<file path="config.mk">
export PLATFORM = sky130hd
export DESIGN_NAME = imem_loader_flat
export DESIGN_NICKNAME = d
export VERILOG_FILES = /design/src/rtl/imem_loader_if.sv /design/src/rtl/imem_loader.sv /design/src/flat_wrapper.sv
export SDC_FILE = /design/constraint.sdc
export NUM_CORES = 1
export LEC_CHECK = 0
export ABC_AREA = 1
export BUFFER_PORTS_ARGS = -buffer_cell sky130_fd_sc_hd__buf_4
export CAP_MARGIN = 15
export CORE_ASPECT_RATIO = 0.8
export CORE_UTILIZATION = 59
export CTS_BUF_LIST = sky130_fd_sc_hd__clkbuf_2
export CTS_CLUSTER_DIAMETER = 100
export DETAILED_ROUTE_END_ITERATION = 6
export GPL_TIMING_DRIVEN = 0
export PLACE_DENSITY = 0.84
export SETUP_SLACK_MARGIN = 0.15
export SLEW_MARGIN = 40
export SYNTH_ARGS = -nofsm -noshare
export SYNTH_HDL_FRONTEND = slang
export SYNTH_SLANG_ARGS = --single-unit
</file>
<file path="constraint.sdc">
create_clock -name clk -period 2.3 [get_ports clk]
set_input_delay 0.23 -clock clk [delete_from_list [all_inputs] [get_ports clk]]
set_output_delay 0.23 -clock clk [all_outputs]
set_load 0.01 [all_outputs]
</file>
<file path="src/rtl/imem_loader_if.sv">
// Byte-stream input and instruction-memory write bus of the imem loader.
// master = loader side, slave = stream source / memory side.
interface imem_loader_if;
  localparam int unsigned BYTE_W = 8;
  localparam int unsigned WORD_W = 32;

  logic              byte_valid;
  logic [BYTE_W-1:0] byte_data;
  logic              byte_ready;
  logic              we;
  logic [WORD_W-1:0] waddr;
  logic [WORD_W-1:0] wdata;

  modport master (
    input  byte_valid, byte_data,
    output byte_ready, we, waddr, wdata
  );

  modport slave (
    output byte_valid, byte_data,
    input  byte_ready, we, waddr, wdata
  );
endinterface

</file>
<file path="src/rtl/imem_loader.sv">
// Streams a length-prefixed little-endian program image into instruction memory.
// Optional trailing XOR checksum byte is enabled by defining IMEM_LOADER_CHECKSUM_EN.
module imem_loader #(
  parameter int unsigned DEPTH     = 1024,
  parameter logic [31:0] BASE_ADDR = 32'h0
) (
  input  logic          clk,
  input  logic          reset,
  input  logic          start,
  imem_loader_if.master bus,
  output logic          cpu_reset,
  output logic          busy,
  output logic          done,
  output logic          error
);
  localparam int unsigned LEN_W  = 16;
  localparam int unsigned BYTE_W = 8;
  localparam int unsigned WORD_W = 32;

`ifdef IMEM_LOADER_CHECKSUM_EN
  typedef enum logic [2:0] {
    IDLE, LEN_LO, LEN_HI, DATA, WRITE, CHECK, DONE, ERR
  } state_t;
`else
  typedef enum logic [2:0] {
    IDLE, LEN_LO, LEN_HI, DATA, WRITE, DONE, ERR
  } state_t;
`endif

  state_t            state;
  logic [LEN_W-1:0]  n_words;
  logic [LEN_W-1:0]  index;
  logic [1:0]        byte_cnt;
  logic [23:0]       shift;
`ifdef IMEM_LOADER_CHECKSUM_EN
  logic [BYTE_W-1:0] csum;
`endif

  logic              xfer;
  logic [LEN_W-1:0]  len_full;
  logic              len_bad;
  logic              last_word;

  assign xfer      = bus.byte_valid & bus.byte_ready;
  assign len_full  = {bus.byte_data, n_words[7:0]};
  assign len_bad   = (len_full == '0) || (WORD_W'(len_full) > DEPTH);
  assign last_word = (index == (n_words - LEN_W'(1)));

  // Session FSM; every output is updated together with the state it belongs to.
  always_ff @(posedge clk or negedge reset) begin
    if (!reset) begin
      state          <= IDLE;
      n_words        <= '0;
      index          <= '0;
      byte_cnt       <= '0;
      shift          <= '0;
`ifdef IMEM_LOADER_CHECKSUM_EN
      csum           <= '0;
`endif
      bus.byte_ready <= 1'b0;
      bus.we         <= 1'b0;
      bus.waddr      <= '0;
      bus.wdata      <= '0;
      cpu_reset      <= 1'b1;
      busy           <= 1'b0;
      done           <= 1'b0;
      error          <= 1'b0;
    end else begin
      bus.we <= 1'b0;
      case (state)
        IDLE, DONE, ERR: begin
          if (start) begin
            state          <= LEN_LO;
            n_words        <= '0;
            index          <= '0;
            byte_cnt       <= '0;
`ifdef IMEM_LOADER_CHECKSUM_EN
            csum           <= '0;
`endif
            bus.byte_ready <= 1'b1;
            cpu_reset      <= 1'b1;
            busy           <= 1'b1;
            done           <= 1'b0;
            error          <= 1'b0;
          end
        end

        LEN_LO: begin
          if (xfer) begin
            n_words[7:0] <= bus.byte_data;
            state        <= LEN_HI;
          end
        end

        LEN_HI: begin
          if (xfer) begin
            if (len_bad) begin
              state          <= ERR;
              bus.byte_ready <= 1'b0;
              busy           <= 1'b0;
              error          <= 1'b1;
            end else begin
              n_words[15:8] <= bus.byte_data;
              state         <= DATA;
            end
          end
        end

        // Bytes shift in from the top so byte 0 ends up in wdata[7:0].
        DATA: begin
          if (xfer) begin
            shift    <= {bus.byte_data, shift[23:8]};
            byte_cnt <= byte_cnt + 2'd1;
`ifdef IMEM_LOADER_CHECKSUM_EN
            csum     <= csum ^ bus.byte_data;
`endif
            if (byte_cnt == 2'd3) begin
              state          <= WRITE;
              bus.byte_ready <= 1'b0;
              bus.we         <= 1'b1;
              bus.wdata      <= {bus.byte_data, shift};
              bus.waddr      <= BASE_ADDR + (WORD_W'(index) << 2);
            end
          end
        end

        WRITE: begin
          if (last_word) begin
`ifdef IMEM_LOADER_CHECKSUM_EN
            state          <= CHECK;
            bus.byte_ready <= 1'b1;
`else
            state          <= DONE;
            busy           <= 1'b0;
            done           <= 1'b1;
            cpu_reset      <= 1'b0;
`endif
          end else begin
            index          <= index + LEN_W'(1);
            state          <= DATA;
            bus.byte_ready <= 1'b1;
          end
        end

`ifdef IMEM_LOADER_CHECKSUM_EN
        CHECK: begin
          if (xfer) begin
            bus.byte_ready <= 1'b0;
            busy           <= 1'b0;
            if (bus.byte_data == csum) begin
              state     <= DONE;
              done      <= 1'b1;
              cpu_reset <= 1'b0;
            end else begin
              state     <= ERR;
              error     <= 1'b1;
            end
          end
        end
`endif

        default: begin
          state          <= IDLE;
          bus.byte_ready <= 1'b0;
          busy           <= 1'b0;
        end
      endcase
    end
  end
endmodule

</file>
<file path="src/flat_wrapper.sv">
// flat-port wrapper written by rule: the top's interface ports become plain ports
module imem_loader_flat 
#(
  parameter int unsigned DEPTH     = 1024,
  parameter logic [31:0] BASE_ADDR = 32'h0
)
  (clk, reset, start, cpu_reset, busy, done, error, bus_byte_valid, bus_byte_data, bus_byte_ready, bus_we, bus_waddr, bus_wdata);
  imem_loader_if bus_i ();
  input  logic clk;
  input  logic reset;
  input  logic start;
  output logic cpu_reset;
  output logic busy;
  output logic done;
  output logic error;
  input wire logic [$bits(bus_i.byte_valid)-1:0] bus_byte_valid;
  input wire logic [$bits(bus_i.byte_data)-1:0] bus_byte_data;
  output wire logic [$bits(bus_i.byte_ready)-1:0] bus_byte_ready;
  output wire logic [$bits(bus_i.we)-1:0] bus_we;
  output wire logic [$bits(bus_i.waddr)-1:0] bus_waddr;
  output wire logic [$bits(bus_i.wdata)-1:0] bus_wdata;
  assign bus_i.byte_valid = bus_byte_valid;
  assign bus_i.byte_data = bus_byte_data;
  assign bus_byte_ready = bus_i.byte_ready;
  assign bus_we = bus_i.we;
  assign bus_waddr = bus_i.waddr;
  assign bus_wdata = bus_i.wdata;
  imem_loader #(.DEPTH(DEPTH), .BASE_ADDR(BASE_ADDR)) u_core (.clk(clk), .reset(reset), .start(start), .bus(bus_i), .cpu_reset(cpu_reset), .busy(busy), .done(done), .error(error));
endmodule
</file>
# Word level (Yosys, flattened, before mapping)
# Index checks and enable logic that the tools add are counted.
# Widths: inputs -> output; s select.
dict set report word_totals {
  regBits 115
  latchBits 0
  ram_bits 0
  rom_bits 0
  inputBits 12
  output_inout_bits 70
  wordCells 96
  mem_count 0
}
dict set report classes {
  add_sub_neg 3
  n_mul 0
  div 0
  magnitude_cmp 1
  eq_ne 17
  shift 0
  mux 38
  bitwise 3
  reduce_logical 20
}
# cell n
set op_table {}
lappend op_table {{$mux 16} 2}
lappend op_table {{$pmux 16 s2} 1}
lappend op_table {{$pmux 8 s2} 2}
lappend op_table {{$mux 8} 3}
lappend op_table {{$mux 3} 7}
lappend op_table {{$add 16x1->16 const B} 1}
lappend op_table {{$eq 16x16->1} 1}
lappend op_table {{$gt 16x11->1 const B} 1}
lappend op_table {{$logic_not 16->1} 1}
lappend op_table {{$sub 16x1->16 const B} 1}
lappend op_table {{$pmux 3 s5} 1}
lappend op_table {{$reduce_and 3->1} 5}
lappend op_table {{$mux 1} 14}
lappend op_table {{$ne 2x1->1 const B} 6}
lappend op_table {{$reduce_and 5->1} 2}
lappend op_table {{$eq 3x3->1 const B} 3}
lappend op_table {{$reduce_and 4->1} 2}
lappend op_table {{$reduce_bool 2->1} 4}
lappend op_table {{$reduce_and 7->1} 1}
lappend op_table {{$eq 3x2->1 const B} 2}
lappend op_table {{$ne 2x2->1 const B} 3}
lappend op_table {{$pmux 1 s2} 3}
lappend op_table {{$pmux 1 s5} 1}
lappend op_table {{$mux 2} 2}
lappend op_table {{other kinds (12)} 13}

# Logic depth before layout (Yosys ltp)
dict set report depth {
  ltp_word 5
  ltp_mapped 17
  ltp_nobuf 17
}

# Worst setup path after synthesis
# Ideal clock, no wire load.
dict set report synth_path {
  path_type {flip-flop to flip-flop}
  start {register u_core.n_words[0]}
  end {register u_core.index[8]}
  setup_time_ns 0.117
  arrival_ns 1.892
  required_time_ns 2.183
  path_slack_ns 0.291
  path_stages_with_launch 15
  n_path_buf 1
  synth_period_minus_slack_ns 2.009
  cell_sequence {dfrtp_1 inv_1 ha_1 nand2_1 nor2_4 nand2_2 nand3_1 nand2_1 nor2_1 nand2_1 nor2_4 nand3_4 buf_2 nand3_1 nand2_1}
}
dict set report synth_via {
  elab_chain_cells 4
}
# element line
set synth_lines {}
lappend synth_lines {{from (decl)} imem_loader.sv:31} ;# logic [LEN_W-1:0] n_words;
lappend synth_lines {{from (signal assigned)} imem_loader.sv:90} ;# n_words[7:0] <= bus.byte_data;
lappend synth_lines {{$sub 16x1->16} imem_loader.sv:47} ;# assign last_word = (index == (n_words - LEN_W'(1)));
lappend synth_lines {{$eq 16x16->1} imem_loader.sv:47}
lappend synth_lines {{$ne 2x2->1 (no source line)} --}
lappend synth_lines {{$reduce_and 3->1 (no source line)} --}
lappend synth_lines {{to (signal assigned)} imem_loader.sv:139} ;# index <= index + LEN_W'(1);
lappend synth_lines {{to (decl)} imem_loader.sv:32} ;# logic [LEN_W-1:0] index;
# No other way between the ends.
# A chain may end at the register's enable or synchronous reset.

# Worst setup path after layout
dict set report layout_path {
  start {register u_core.n_words[1]}
  end {register u_core.index[3]}
}
# Same word-level chain as after synthesis.

==> reports/results.ini <==
[timing]
fin_skew_ps=29.08
slew_viol_final=0
fin_crit_sh_pct=94.08
fin_hold_ws_ps=139.7
worst_slack_ps=136.2
finalCriticalPeriod_ps=2164
timing.fmax_ghz=0.4621
hold_viol=0
rsz0062_at_grt=yes
setup_violations=0
slew_headroom_pct=64.07
tightest_slew_ps=539.0

[worst_hold_path]
holdCritPathClass=input pin to flip-flop

[critical_path]
critical_path.startpoint_type=flip-flop
critPathArrivalTime_ps=2770
slowest_delay_ps=440
path_cells=inv_2 -> ha_4 -> nand2_1 -> nor2_4 -> nand2_2 -> nand3_1 -> nand2_1 -> nor2_1 -> nand2_1 -> nor2_4 -> nand3_4 -> nand2_4 -> buf_6 -> nand2_2 -> nand2_2
end_kind=flip-flop
slowest_stage=dfrtp_1
path_max_fanout=6
required_ps=2900
path_delay_family=simple AND/OR/NAND/NOR gates
critical_path_class=flip-flop to flip-flop
critPathBufInv=2

[global_route]
antenna_found_initial=0
grt_pass1_vias=5088
overflow=0
grt_pass1_wl_mm=24.71
grt_usage_pct=31.87
grt_max_degree=116

[layout]
diodes=0
layout-drive-gt1-share_pct=22.63
final_cell_mix=nand2_1, dfrtp_1, buf_4
design_area_mm2=0.007064
final_common_cell=nand2_1
fin_nets=869
area_growth_pct=23.68

[synthesis]
synth.mux.area_fraction_pct=0
syn_area_mm2=0.005712
synth-simple-area-share_pct=29.59
yosysUniqueCellTypes=36
synth_adder_area_share_pct=0.6572
yosysWarningCount=0
synth_top_family_by_area=simple AND/OR/NAND/NOR gates
syn_area_per_cell_um2=7.846
synth_compound_area_share_pct=7.470
ys_seq_area_share_pct=50.41
synth_xor_area_share_pct=3.001
syn_inst=728
ys_seq_elements=115

[pwr]
ir_worst_vdd_uv=955.6
p_leak_nw=3.711
power_mw=7.754
power.density_mw_per_mm2=1098

[floorplan]
io_pins=82
die_w_um=112.0
coreArea_mm2=0.009231
die_h_um=90.01
start_util_pct=61.87
placementRows=31
dieArea_mm2=0.01008

[clock_tree]
cts.sinks=115
cts_tree=yes
cts.htree.levels=4
clk_latency_ps=670
cts_buffer_depth=2
numCtsBuffers=17
root_buffer=clkbuf_2
clkTransAtPathRegs_ps=190

[placed_design]
port_buffers=65
placed_cell_area_mm2=0.006407
dp_hpwl_mm=10.50
pre_cts_ws_ps=-102.1
gp_congestion=0.9420

[route]
final_antenna_net_count=0
vias_per_cell=5.572
drt_wl_total_mm=15.74
dr_total_vias=5466
drtIter0Drc=606
wl_per_cell_um=16.04
dr.pass1.iters=7
drc_errors=7

[run_status]
status=finished with violations
violations=design-rule violations

[job]
cap_violations=0

==> cells in the mapped netlist, drive strengths merged <==
cell,count,area share [%]
buf,22,2.7
nand3,53,4.9
nor3b,1,0.13
o21ai,79,6.9
nand2b,1,0.11
xnor2,1,0.15
nand3b,3,0.39
nor2,68,5.5
xor2,16,2.5
or2,1,0.11
dfstp,1,0.46
clkinv,2,0.13
nor4,4,0.44
a21oi,3,0.26
conb,1,0.066
xnor3,1,0.39
clkbuf,16,1.1
nand4,7,0.77
o21bai,1,0.13
inv,74,4.9
a22o,1,0.15
nor3,6,0.53
nand2,249,17
dfrtp,114,50
ha,3,0.66
==> power breakdown <==
group / leakage, nW / internal, mW / switching, mW / total (mW)
logic: 2.03 / 1.33 / 2.38 / 3.71
clock network: 0.136 / 0.600 / 0.821 / 1.42
registers: 1.55 / 2.37 / 0.257 / 2.62
==> stage by stage <==
| stage | cells | util [%] | TNS (ps) |
|---|---|---|---|
| finish | 981 | 76.52 | 0 |
| global placement | 923 | 69.33 | -262.8 |
| global route | 981 | 76.52 | 0 |
| CTS | 970 | 74.02 | 0 |
| floorplan | 743 | - | 0 |
| detailed placement | 923 | 69.41 | -1024 |
==> tightest hold or removal path: cells and delay by family <==
kind	cells	cell delay [ps]
buffers and inverters	1	110
AO/OA/AOI/OAI	1	240
AND/OR/NAND/NOR	2	220
==> flip-flops by register name (all words and copies together), names as in the netlist, 2 cells and up <==
register,cells
u_core.bus.waddr,16
u_core.bus.wdata,32
u_core.byte_cnt,2
u_core.index,16
u_core.n_words,16
u_core.shift,24
u_core.state,3
==> cell families (layout without fill, tap and decap cells) <==
logic type	Yosys count	count (layout)
and+or+nand+nor	393	393
DFF	115	115
adders and majority gates	3	3
other	1	16
xor gates and xnor gates	18	18
AOI/OAI and AO/OA	84	84
buffers and inverters	114	237
==> layer usage <==
layer	track usage, %	part of all wire (%)
met3	8.159	11
met1	44.50	42
met2	48.76	45
met5	0	0
met4	10.67	2.0
==> final timing paths <==
kind / cells after the start / slack [ps] / startpoint / end
hold reg to reg: 2 / 500 / u_core.bus.wdata[24] / u_core.bus.wdata[24]
hold / removal: 4 / 140 / bus_byte_valid / u_core.byte_cnt[1]
max in group asynchronous: 4 / 1070 / reset / u_core.bus.waddr[6]
setup reg to reg: 15 / 140 / u_core.n_words[1] / u_core.index[3]
setup / recovery: 15 / 140 / u_core.n_words[1] / u_core.index[3]
min in group asynchronous: 3 / 550 / reset / u_core.shift[19]
==> final cells by class <==
type,count,area (um2)
Clock buffer,18,90.09
Buffer,38,236.5
Tap cell,115,143.9
Sequential cell,115,2879
Clock inverter,13,162.7
Multi-Input combinational cell,514,2490
Fill cell,674,2167
Inverter,76,295.3
Timing Repair Buffer,92,767.0
==> repair_timing <==
action,CTS,global route
hold endpoints to repair,143,36
pin swaps,4,15
cloned,0,1
setup endpoints to repair,56,71
hold buffers,10,1
resized for setup,9,50
buffers inserted,6,8
(Power assumes the default switching activity.)
